==> config.mk <==
export PLATFORM = sky130hd
export DESIGN_NAME = psum_acc_ctrl
export DESIGN_NICKNAME = d
export VERILOG_FILES = /design/src/rtl/psum_pkg.sv /design/src/rtl/psum_acc_adder.sv /design/src/rtl/psum_acc_ctrl.sv
export SDC_FILE = /design/constraint.sdc
export NUM_CORES = 1
export LEC_CHECK = 0
export ABC_CLOCK_PERIOD_IN_PS = 2100
export CORE_MARGIN = 3
export CORE_UTILIZATION = 25
export CTS_CLUSTER_SIZE = 25
export DETAILED_ROUTE_END_ITERATION = 8
export DONT_BUFFER_PORTS = 1
export SLEW_MARGIN = 20
export SYNTH_ARGS = -nofsm -noshare
export SYNTH_HDL_FRONTEND = slang
export SYNTH_SLANG_ARGS = --single-unit
==> constraint.sdc <==
create_clock -name clock -period 2.1 [get_ports clock]
set_input_delay 0.315 -clock clock [delete_from_list [all_inputs] [get_ports clock]]
set_output_delay 0.315 -clock clock [all_outputs]
set_load 0.01 [all_outputs]
==> src/rtl/psum_pkg.sv <==
// Shared constants, FSM state encoding and pass-count clipping for the psum accumulator controller.
package psum_pkg;

    localparam int DEPTH      = 32;
    localparam int IDX_W      = 5;
    localparam int PROD_W     = 16;
    localparam int PSUM_W     = 21;
    localparam int PASS_W     = 3;
    localparam int MAX_PASSES = 6;

    typedef enum logic [2:0] {
        ST_INIT  = 3'd0,
        ST_CLEAR = 3'd1,
        ST_IDLE  = 3'd2,
        ST_ACCUM = 3'd3,
        ST_DRAIN = 3'd4
    } state_t;

    // A zero request still runs one pass; anything above the array limit is capped.
    function automatic logic [PASS_W-1:0] clip_passes(input logic [PASS_W-1:0] cfg);
        if (cfg == '0)
            return PASS_W'(1);
        if (cfg > PASS_W'(MAX_PASSES))
            return PASS_W'(MAX_PASSES);
        return cfg;
    endfunction

endpackage

==> src/rtl/psum_acc_adder.sv <==
// Combinational psum update: sign-extend the product and add it to the stored psum.
// With PSUM_SAT_EN defined the sum clamps to the psum range and reports the clamp.
module psum_acc_adder
    import psum_pkg::*;
(
    input  logic signed [PSUM_W-1:0] psum,
    input  logic signed [PROD_W-1:0] prod,
`ifdef PSUM_SAT_EN
    output logic                     clamp,
`endif
    output logic signed [PSUM_W-1:0] sum
);

`ifdef PSUM_SAT_EN
    localparam int EXT_W = PSUM_W + 1;

    logic signed [EXT_W-1:0] wide;

    // One guard bit is enough: a 16-bit product cannot move a 21-bit value past two ranges.
    function automatic logic signed [PSUM_W-1:0] sat_psum(input logic signed [EXT_W-1:0] v);
        if (v[EXT_W-1] != v[EXT_W-2])
            return v[EXT_W-1] ? {1'b1, {(PSUM_W-1){1'b0}}} : {1'b0, {(PSUM_W-1){1'b1}}};
        return v[PSUM_W-1:0];
    endfunction

    assign wide  = EXT_W'(psum) + EXT_W'(prod);
    assign clamp = wide[EXT_W-1] != wide[EXT_W-2];
    assign sum   = sat_psum(wide);
`else
    assign sum = psum + PSUM_W'(prod);
`endif

endmodule

==> src/rtl/psum_acc_ctrl.sv <==
// Partial-sum scratchpad sequencer: accumulate products for N passes, drain all entries, clear.
// Optional build macro PSUM_SAT_EN selects saturating accumulation and adds the sat_flag output.
module psum_acc_ctrl
    import psum_pkg::*;
(
    input  logic                     clock,
    input  logic                     reset,
    input  logic                     start,
    input  logic [PASS_W-1:0]        cfg_passes,
    input  logic                     prod_valid,
    output logic                     prod_ready,
    input  logic signed [PROD_W-1:0] prod_data,
    input  logic [IDX_W-1:0]         prod_idx,
    input  logic                     prod_last,
    output logic [IDX_W-1:0]         spad_read_idx,
    output logic [IDX_W-1:0]         spad_write_idx,
    output logic signed [PSUM_W-1:0] spad_psum_in,
    output logic                     spad_psum_in_valid,
    input  logic                     spad_psum_in_ready,
    input  logic signed [PSUM_W-1:0] spad_psum_out,
    output logic                     spad_psum_out_ready,
    output logic                     spad_clear,
    output logic                     out_valid,
    input  logic                     out_ready,
    output logic signed [PSUM_W-1:0] out_data,
    output logic [IDX_W-1:0]         out_idx,
    output logic                     out_last,
`ifdef PSUM_SAT_EN
    output logic                     sat_flag,
`endif
    output logic                     busy,
    output logic                     done
);

    state_t             state;
    logic [PASS_W-1:0]  passes;
    logic [PASS_W-1:0]  pass_cnt;
    logic [IDX_W-1:0]   drain_idx;

    logic               in_accum;
    logic               in_drain;
    logic               prod_hs;
    logic               drain_hs;
    logic signed [PSUM_W-1:0] acc_sum;
`ifdef PSUM_SAT_EN
    logic               clamp;
`endif

    assign in_accum = state == ST_ACCUM;
    assign in_drain = state == ST_DRAIN;

    psum_acc_adder u_adder (
        .psum  (spad_psum_out),
        .prod  (prod_data),
`ifdef PSUM_SAT_EN
        .clamp (clamp),
`endif
        .sum   (acc_sum)
    );

    // Read-modify-write happens in one cycle: the spad read port is combinational and
    // the write lands on the accepting edge, so the next product already sees it.
    assign prod_ready          = in_accum & spad_psum_in_ready;
    assign prod_hs             = prod_valid & prod_ready;
    assign spad_psum_in_valid  = in_accum & prod_valid;
    assign spad_write_idx      = in_accum ? prod_idx : '0;
    assign spad_psum_in        = in_accum ? acc_sum : '0;
    assign spad_read_idx       = in_accum ? prod_idx : (in_drain ? drain_idx : '0);
    assign spad_psum_out_ready = in_drain;

    assign out_valid = in_drain;
    assign out_data  = in_drain ? spad_psum_out : '0;
    assign out_idx   = in_drain ? drain_idx : '0;
    assign out_last  = in_drain && (drain_idx == IDX_W'(DEPTH - 1));
    assign drain_hs  = in_drain & out_ready;

    always_ff @(posedge clock or negedge reset) begin
        if (!reset) begin
            state      <= ST_INIT;
            passes     <= '0;
            pass_cnt   <= '0;
            drain_idx  <= '0;
            spad_clear <= 1'b0;
            done       <= 1'b0;
            busy       <= 1'b0;
`ifdef PSUM_SAT_EN
            sat_flag   <= 1'b0;
`endif
        end else begin
            spad_clear <= 1'b0;
            done       <= 1'b0;
            case (state)
                // Every reset passes through CLEAR so a job aborted mid-way leaves no residue.
                ST_INIT: begin
                    state      <= ST_CLEAR;
                    spad_clear <= 1'b1;
                    busy       <= 1'b1;
                end
                ST_CLEAR: begin
                    state <= ST_IDLE;
                    busy  <= 1'b0;
                end
                ST_IDLE: begin
                    if (start) begin
                        passes   <= clip_passes(cfg_passes);
                        pass_cnt <= '0;
                        state    <= ST_ACCUM;
                        busy     <= 1'b1;
`ifdef PSUM_SAT_EN
                        sat_flag <= 1'b0;
`endif
                    end
                end
                ST_ACCUM: begin
                    if (prod_hs) begin
`ifdef PSUM_SAT_EN
                        sat_flag <= sat_flag | clamp;
`endif
                        if (prod_last) begin
                            if (pass_cnt == passes - PASS_W'(1)) begin
                                state     <= ST_DRAIN;
                                drain_idx <= '0;
                            end else begin
                                pass_cnt <= pass_cnt + PASS_W'(1);
                            end
                        end
                    end
                end
                ST_DRAIN: begin
                    if (drain_hs) begin
                        drain_idx <= drain_idx + IDX_W'(1);
                        if (out_last) begin
                            state      <= ST_CLEAR;
                            spad_clear <= 1'b1;
                            done       <= 1'b1;
                        end
                    end
                end
                default: begin
                    state <= ST_INIT;
                    busy  <= 1'b0;
                end
            endcase
        end
    end

endmodule

Word level (Yosys, flattened, before mapping)
Index checks and enable logic that the tools add are counted.
{ "totals": {"inputBits": 52, "wordCells": 80, "output_inout_bits": 65, "register_bits": 17} }
{ "classes": {"n_bitwise": 5, "add_sub_neg": 4, "n_eq_ne": 13, "magnitude_cmp": 1, "mux": 39, "reduce_logical": 11} }
{ "ops": {"columns": ["operator", "n"], "rows": [
  ["$mux 21", 2],
  ["$mux 3", 14],
  ["$mux 5", 7],
  ["$add 21x16->21", 1],
  ["$pmux 3 s5", 1],
  ["$mux 1", 11],
  ["$pmux 5 s2", 1],
  ["$reduce_and 5->1", 2],
  ["$ne 2x2->1 const B", 4],
  ["$eq 3x2->1 const B", 2],
  ["$logic_not 3->1", 2],
  ["$ne 2x1->1 const B", 3],
  ["$pmux 3 s2", 1],
  ["$reduce_and 6->1", 1],
  ["$add 5x1->5 const B", 1],
  ["$eq 5x5->1 const B", 1],
  ["$and 1x1->1", 4],
  ["$reduce_and 2->1", 2],
  ["$reduce_bool 2->1", 2],
  ["$add 3x1->3 const B", 1],
  ["$eq 3x1->1 const B", 1],
  ["$eq 3x3->1", 1],
  ["$eq 3x3->1 const B", 1],
  ["$gt 3x3->1 const B", 1],
  ["other kinds (6)", 6]
]} }

Longest topological paths before layout
{ "logic_depth": {"ltp_word": 9, "ltp_mapped": 9} }

Hierarchy
Synthesis repeated with hierarchy kept, for this count alone.
{ "unflattened": {"cells_unflattened": 305, "hier_area_um2": 2397.3} }
{ "by_module_without_submodules": {"columns": ["module", "cells_each", "area_each_um2", "n_inst"], "rows": [
  ["psum_acc_ctrl", 169, 1393.8, 1],
  ["psum_acc_adder", 136, 1003.5, 1]
]} }

Least setup slack after synthesis
No wires, ideal clock.
{ "synth_timing": {"path_type": "input port to output port", "start": "input prod_data[0]", "end": "output spad_psum_in[20]", "arrival_time_ns": 1.852, "path_buffers": 0, "stages": 9, "t_required_ns": 1.785, "path_slack_ns": -0.067, "cell_sequence": "ha_1 inv_1 fa_1 nor2b_1 o2111ai_1 nand3b_1 o21ai_1 o2111ai_1 mux2i_1"} }
{ "synth_between": {"elab_chain_len": 2} }
{ "synth_lines": {"columns": ["element", "line_no", "text"], "rows": [
  ["from (decl)", "psum_acc_ctrl.sv:12", "input logic signed [PROD_W-1:0] prod_data,"],
  ["$add 21x16->21", "psum_acc_adder.sv:30", "assign sum = psum + PSUM_W'(prod);"],
  ["$mux 21", "psum_acc_ctrl.sv:67", "assign spad_psum_in = in_accum ? acc_sum : '0;"],
  ["to (decl)", "psum_acc_ctrl.sv:17", "output logic signed [PSUM_W-1:0] spad_psum_in,"]
]} }
Every way passes these cells.

Worst setup path in the final report
{ "layout_timing": {"start": "input spad_psum_out[0]", "end": "output spad_psum_in[20]"} }
{ "layout_between": {"elab_chain_len": 2} }
{ "layout_lines": {"columns": ["element", "line_no", "text"], "rows": [
  ["from (decl)", "psum_acc_ctrl.sv:20", "input logic signed [PSUM_W-1:0] spad_psum_out,"],
  ["$add 21x16->21", "psum_acc_adder.sv:30", null],
  ["$mux 21", "psum_acc_ctrl.sv:67", null]
]} }
Every way passes these cells.

==> results.cfg <==
[synth]
synth_compound_area_share_pct = 20.3
ys_top_cells_by_count = 31 x and2_1, 24 x ha_1, 22 x nand2_1, 22 x nor2_1, 17 x dfrtp_1
synth_top_family_by_area = simple AND/OR/NAND/NOR gates
avgSynthCellArea_um2 = 7.99
synth_top_area_cell = dfrtp_1
synth_most_common_cell = and2_1
async_flop_share_pct = 100
synth-edff-count = 0
synth-xor-area-share_pct = 6.60
synthAdderAreaFrac_pct = 14.2
netlist_area_um2 = 2330
synth_top_area_share_pct = 18.2
muxShareOfSynthArea_pct = 2.73
yosys.area_share.simple_pct = 33.8
synth-seq-cells = 17
synthesis.nets = 369
syn_inst = 292
synth_area_leaders = dfrtp_1 18%, ha_1 13%, and2_1 8.3%, and3_1 3.8%, nand2_1 3.5%
synthFlopType = dfrtp_1
ys_types = 64
seq_area_frac_synth_pct = 18.2
ys_warn_count = 0

[power]
p_sw_share_pct = 45.7
clkPwrFrac_pct = 8.8
power.density_nw_per_um2 = 845
p_sw_mw = 1.28
p_int_mw = 1.53
peakVddDrop_mv = 0.424
comb_power_share_pct = 72.8
p_leak_nw = 1.52
pwr-share-seq_pct = 18.4

[sta]
skew_ns = 0.00284
fin_crit_sh_pct = 103
hold_violations = 0
slew_violations = 0
fin_crit_ns = 2.17
whs_ns = 0.210
setup_viol = 9
setup_slack_ns = -0.0697
max_freq_mhz = 461
relSlewSlack_pct = 49.7
grt_setup_unrepaired = yes
worstMarginPinSlew_ns = 0.751

[route]
via_count = 2389
wl_per_cell_um = 15.5
vias_per_cell = 5.12
drtAntennaViolNets = 0
drc = 0
first_iter_violations = 106
dr.pass1.iters = 4
wl_um = 7230

[die]
fp.dieH_um = 103
io_pins = 117
rows = 34
die-area_um2 = 10500
core_um2 = 8890
chipWidth_um = 103
initial_utilization_pct = 26.2

[hold_path]
worst_hold_startpoint = cfg_passes[1]
hp-class = in -> reg
worstHoldPathCells = 1

[setup_path]
cp-end-kind = primary output
crit_path_start = spad_psum_out[0]
path_delay_family = adder cells
r2r_setup_slack_ns = 0.15
crit_type = in -> out
cp_max_fo = 2
crit-reg2reg-capture = pass_cnt[0]$_DFFE_PN0P_
path_buf_inv = 2
arrival_ns = 1.85
path_depth = 10
crit_path_end = spad_psum_in[20]
r2r_start = passes[0]$_DFFE_PN0P_
cp_slowest_cell = fa_2
crit_top_cell = o2111ai_2
worstPathRequired_ns = 1.78
slowest_delay_ns = 0.38
reg2regPathDepth = 7
crit_chain = ha_4 > inv_2 > fa_2 > nor2b_4 > o2111ai_2 > nand3b_1 > o21ai_2 > o2111ai_2 > mux2i_1 > buf_4
critPathLaunchType = primary input

[placed_design]
routabilityCongestion = 0.873
place_inst = 452
place_hpwl_um = 5760
dp_slack_ns = -0.176
numPortBuffers = 0
placed_cell_area_um2 = 2950

[grt]
grt_antenna_before_repair = 0
grt_pass1_vias = 2290
track_usage_pct = 12.7
grt_pass1_wl_um = 10800
overflow = 0
grt_max_degree = 18

[clock_tree]
ctsHtreeMaxLevel = 1
numCtsBuffers = 3
cts_tree = yes
clkSinkCount = 17
cts_root_buffer = clkbuf_8
clock_latency_ns = 0.25
cts_buffer_depth = 2
path_clk_slew_ns = 0.07

[layout]
drive_gt1_share_pct = 39.8
fin_cells = 467
nets = 437
antenna_cells = 0
fin_area_um2 = 3330
area_delta_synth_final_pct = 42.6

[flow_run]
cap_violations = 0

[outcome]
violations = setup timing
status = complete, but fails checks
## worst min path at each step
stage,end,slack [ns]
2_1_floorplan,busy$_DFFE_PN0P_,0.02
3_3_place_gp,drain_idx[4]$_DFFE_PN0P_,0.02
3_5_place_dp,drain_idx[4]$_DFFE_PN0P_,0.02
4_1_cts,passes[1]$_DFFE_PN0P_,0.21
5_1_grt,passes[1]$_DFFE_PN0P_,0.20
6_report,passes[1]$_DFFE_PN0P_,0.21
## state kept, by name (all words and copies together), names as in the netlist
signal / flops
pass_cnt: 3
busy: 1
spad_clear: 1
drain_idx: 5
passes: 3
done: 1
state: 3
## repair_timing
action                                 in CTS  in global routing
resized for setup                          32                  8
endpoints found under the hold margin      17                  0
buffers inserted                            7                  3
pin swaps                                  24                  5
cloned                                      0                  0
setup endpoints to repair                  17                 13
hold buffers                                1                  0
## through the flow
stage	utilization, %	TNS [ns]	total power [mW]
finish	37.4	-0.364	2.81
global placement	33.1	-1.36	2.40
CTS	36.6	-0.614	2.79
detailed placement	33.1	-1.64	2.43
global route	37.4	-1.17	3.06
floorplan	-	0	1.73
## logic make-up (layout without fill, tap and decap cells)
group	Yosys count	in the layout
buffers and inverters	24	91
AOI/OAI and AO/OA	66	66
adders and majority gates	26	26
muxes	6	6
xor gates and xnor gates	16	16
DFF	17	17
and+or+nand+nor	137	137
## power by group through the flow
stage,Sequential (mW),Combinational [mW],Clock (mW)
after floorplan,0.478,1.25,0
after global placement,0.520,1.88,0
after detailed placement,0.526,1.91,0
after CTS,0.520,2.01,0.256
after global routing,0.531,2.25,0.277
final,0.518,2.05,0.248
## routing by layer
layer	vias to the layer above	share of wire (%)	wire (um)	global-route usage, %
met1	1115	47	3430	18.1
met5	-	0	0	0
met2	87	46	3360	20.6
met3	9	4.9	354	1.49
li1	1178	-	-	-
met4	0	1.2	87	2.62
## layout by cell type (no fill, tap or decap), drive strengths merged, types with 4 or more instances in the layout
master / instances
nand4: 4
nor2b: 4
and2: 32
inv: 13
nand3: 10
xnor2: 7
xor2: 8
o21ai: 14
a21oi: 16
nor2: 22
clkbuf: 4
nand2: 22
dfrtp: 17
a31oi: 4
buf: 73
nor3: 10
a21o: 7
and3: 15
ha: 24
o211ai: 4
or2: 6
nand2b: 4
## final cells by class
type / count / area [um^2]
clock buffer: 4 / 45.0
fill: 914 / 5560
inverter: 13 / 48.8
multi-input combinational: 251 / 2100
sequential: 17 / 425
tap: 108 / 135
timing repair buffer: 74 / 569
No activity file was read; power rests on OpenSTA's default activity.
==> RTL edit 1: new RTL, config.mk and constraints unchanged <==
Add an input register stage for `cfg_passes`; this delays it by one clock. The other inputs are not delayed to match.
--- a/src/rtl/psum_acc_ctrl.sv
+++ b/src/rtl/psum_acc_ctrl.sv
@@ -33,2 +33,8 @@
 );
+
+    logic [PASS_W-1:0] cfg_passes_q;
+
+    always_ff @(posedge clock) begin
+        cfg_passes_q <= cfg_passes;
+    end
 
@@ -104,3 +110,3 @@
                     if (start) begin
-                        passes   <= clip_passes(cfg_passes);
+                        passes   <= clip_passes(cfg_passes_q);
                         pass_cnt <= '0;
Check against the original RTL: not equivalent (Yosys sat finds a counterexample within 10 cycles, from zero or initial values and one cycle with reset low).
==> RTL edit 1 against the original RTL <==
Maximum frequency fell by 8.0%. Sequential cell count rose by 3. Area after synthesis rose by 4.3%. Sequential share of layout area increased by 1.1 points. Register-to-register slack worse by 20 ps. Setup slack worse by 190 ps. Largest cell class unchanged. The flow still finishes with violations (negative setup slack). Total power shrank 7.2%. Worst hold slack lost 140 ps. Final area up 5.4%. Wire length up 9.3%.
==> RTL edit 1: results (changes against the original RTL) <==
wire per inst=15.3 µm (-1.1%); CP max FO=3 (+1); max incr delay on CP=520 ps (+140 ps); sequential element share of the synthesized area=0.199 (+0.0171); GRT Overall Usage=0.138 (+0.0113); Cell Int Power=1460 µW (-4.2%); Leak=0.00158 µW (+3.9%); Fin Setup TNS=-1610 ps (-1250 ps); Final nets=465 (+6.4%); vias in the first global route=2641 (+15%); met1 WL=3340 µm (-2.5%); post-CTS sizing=20 (-38%); first-pass GRT wire length=12600 µm (+16%); status=complete, but fails checks; destination of the worst hold path=cfg_passes_q[1]$_DFF_P_; Top reg by flops=drain_idx; Placer Congestion=0.838 (-4.0%); Area contributors post-synth=dfrtp_1 17%, ha_1 12%, and2_1 9.2%; maximum resistive drop on vdd=0.301 mV (-29%); Synth top cells by count=36 x and2_1, 29 x nand2_1, 24 x ha_1, 24 x o21ai_0, 19 x a21oi_1; Synth Area in Compound Gates=0.257 (+0.0548); Top delay family on crit path=simple AND/OR/NAND/NOR gates; Worst slew margin=0.479 (-0.0181); post-CTS setup buffers=6 (-1); layout cells sized above 1=0.372 (-0.0262); filler instances=1009 (+10%); Synthesized Nets=391 (+6.0%); clock network power=294 µW (+19%); met3 wire len=675 µm (+91%); GR Util met3=0.0346 (+0.0197); routed length on met2=3730 µm (+11%); Comb group=1710 µW (-17%); Critical path origin=prod_data[11]; critical path data arrival time=2040 ps (+190 ps); Vias per Instance=5.05 (-1.3%); Synth Area in XOR/XNOR=0.0313 (-0.0346); FF-to-FF End=drain_idx[4]$_DFFE_PN0P_; met2 Usage GRT=0.235 (+0.0297); final setup vio count=11 (+2); DR iter-0 viols=83 (-22%); failing checks=negative setup slack; antenna violations before repair=0 (unchanged); M1 GR Usage=0.171 (-0.00959); CP max-delay cell=or4_1; Reg2Reg Setup Slack=130 ps (-20 ps); ys async rst share=0.850 (-0.150); final worst slack=-258 ps (-188 ps); adder-cell area share of the yosys netlist=0.136 (-0.00589)
-- RTL edit 1: cell count changes in the layout (fill, tap and decap cells not counted), moves of 4 or more --
cell,before,now
and3_1,12,4
a21o_1,6,10
o21a_1,2,7
buf_4,70,76
nand3_1,5,11
and2_1,31,36
xor2_1,8,2
ha_4,11,7
nand2_1,22,28
nor2_1,20,15
nor3_1,4,9
o21ai_0,10,19
-- RTL edit 1: area by class of cell --
class,count,area [µm²],share of cell area
Inverter,14,52.6,0.0150
Clock buffer,4,55.1,0.0157
Multi-Input combinational cell,269,2130,0.607
Timing Repair Buffer,80,623,0.178
Tap cell,129,161,0.0460
Sequential cell,20,485,0.138
-- RTL edit 1: stage by stage --
stage	instances	hold slack [ps]	worst slack, ps	power, µW
6_report	516	73.2	-258	2610
3_5_place_dp	504	19.9	-245	2210
3_3_place_gp	504	19.8	-239	2180
2_1_floorplan	314	19.4	-116	1640
4_1_cts	514	68.5	-248	2590
5_1_grt	516	63.7	-333	2820
==> RTL edit 2: new RTL, same flow settings <==
Made on the original files. Add a define of `PSUM_SAT_EN`.
--- a/src/rtl/psum_acc_adder.sv
+++ b/src/rtl/psum_acc_adder.sv
@@ -2,2 +2,4 @@
 // With PSUM_SAT_EN defined the sum clamps to the psum range and reports the clamp.
+`define PSUM_SAT_EN
+
 module psum_acc_adder
Check against the original RTL (old outputs only; new: sat_flag): not equivalent (Yosys sat finds a counterexample within 4 cycles, from zero or initial values and one cycle with reset low).
==> RTL edit 2 against the original RTL <==
The run still ends with negative setup slack left. Via count grew 5.9%. Utilization decreased by 1.2 points. Final area grew 3.5%. Setup slack got worse by 570 ps. Area after synthesis is 7.6% higher. Sequential cell count is 1 higher. Wire length rose by 6.8%. Total power shrank 6.2%. Combinational power fell by 9.8%. Largest cell class unchanged.
==> RTL edit 2: results (changes against the original RTL) <==
worst slack, placed=-692 ps (-516 ps); final setup vio count=21 (+12); destination of the worst hold path=passes[2]$_DFFE_PN0P_; sequential element share of the synthesized area=0.179 (-0.00293); Area contributors post-synth=dfrtp_1 18%, ha_1 12%, and3_1 10%; final setup skew=2.77 ps (-0.0673 ps); Placer Congestion=0.820 (-6.1%); wire per inst=15.3 µm (-1.1%); post-CTS setup buffers=13 (+6); mux cell area share after synthesis=0.00399 (-0.0234); Final Total Pwr=2640 µW (-6.2%); Final nets=454 (+3.9%); vias=2530 (+5.9%); Reg2Reg Setup Slack=280 ps (+130 ps); max incr delay on CP=360 ps (-20 ps); FF-to-FF End=pass_cnt[2]$_DFFE_PN0P_; failing checks=negative setup slack; Synthesized Nets=384 (+4.1%); Fin Setup TNS=-12950 ps (-12590 ps); Seq cells=18 (+1); Synth top cells by count=41 x and3_1, 25 x ha_1, 24 x nand2_1; fraction of area in multi-input gates=0.602 (-0.0297); Cells after DPL=486 (+7.5%); Worst-Margin Slew=813 ps (+61.2 ps); Synth Area in XOR/XNOR=0.0837 (+0.0178); post-CTS sizing=3 (-91%); final worst slack=-639 ps (-569 ps); Area Overhead vs Synth=37.1%; first-pass GRT wire length=12200 µm (+12%); register area=450 µm² (+5.9%); status=complete, but fails checks
[RTL edit 2: cell count changes after synthesis, moves of 3 or more]
cell | before | now
and3_1 | 14 | 41
and2_1 | 31 | 5
o21ai_2 | 0 | 22
clkbuf_1 | 6 | 12
inv_1 | 13 | 7
xor2_1 | 8 | 14
buf_6 | 0 | 4
nand3_2 | 4 | 0
a21o_1 | 6 | 9
buf_2 | 3 | 0
nand2b_1 | 4 | 1
nor3_2 | 3 | 0
o211ai_1 | 3 | 6
xnor2_1 | 7 | 10
[RTL edit 2: how the worst max path moves through the flow]
stage	startpoint	end	slack (ps)
floorplan	prod_data[0]	spad_psum_in[0]	-560
global placement	prod_data[0]	spad_psum_in[18]	-650
detailed placement	prod_data[0]	spad_psum_in[19]	-690
CTS	prod_data[0]	spad_psum_in[19]	-630
global route	prod_data[0]	spad_psum_in[18]	-770
finish	prod_data[0]	spad_psum_in[19]	-640
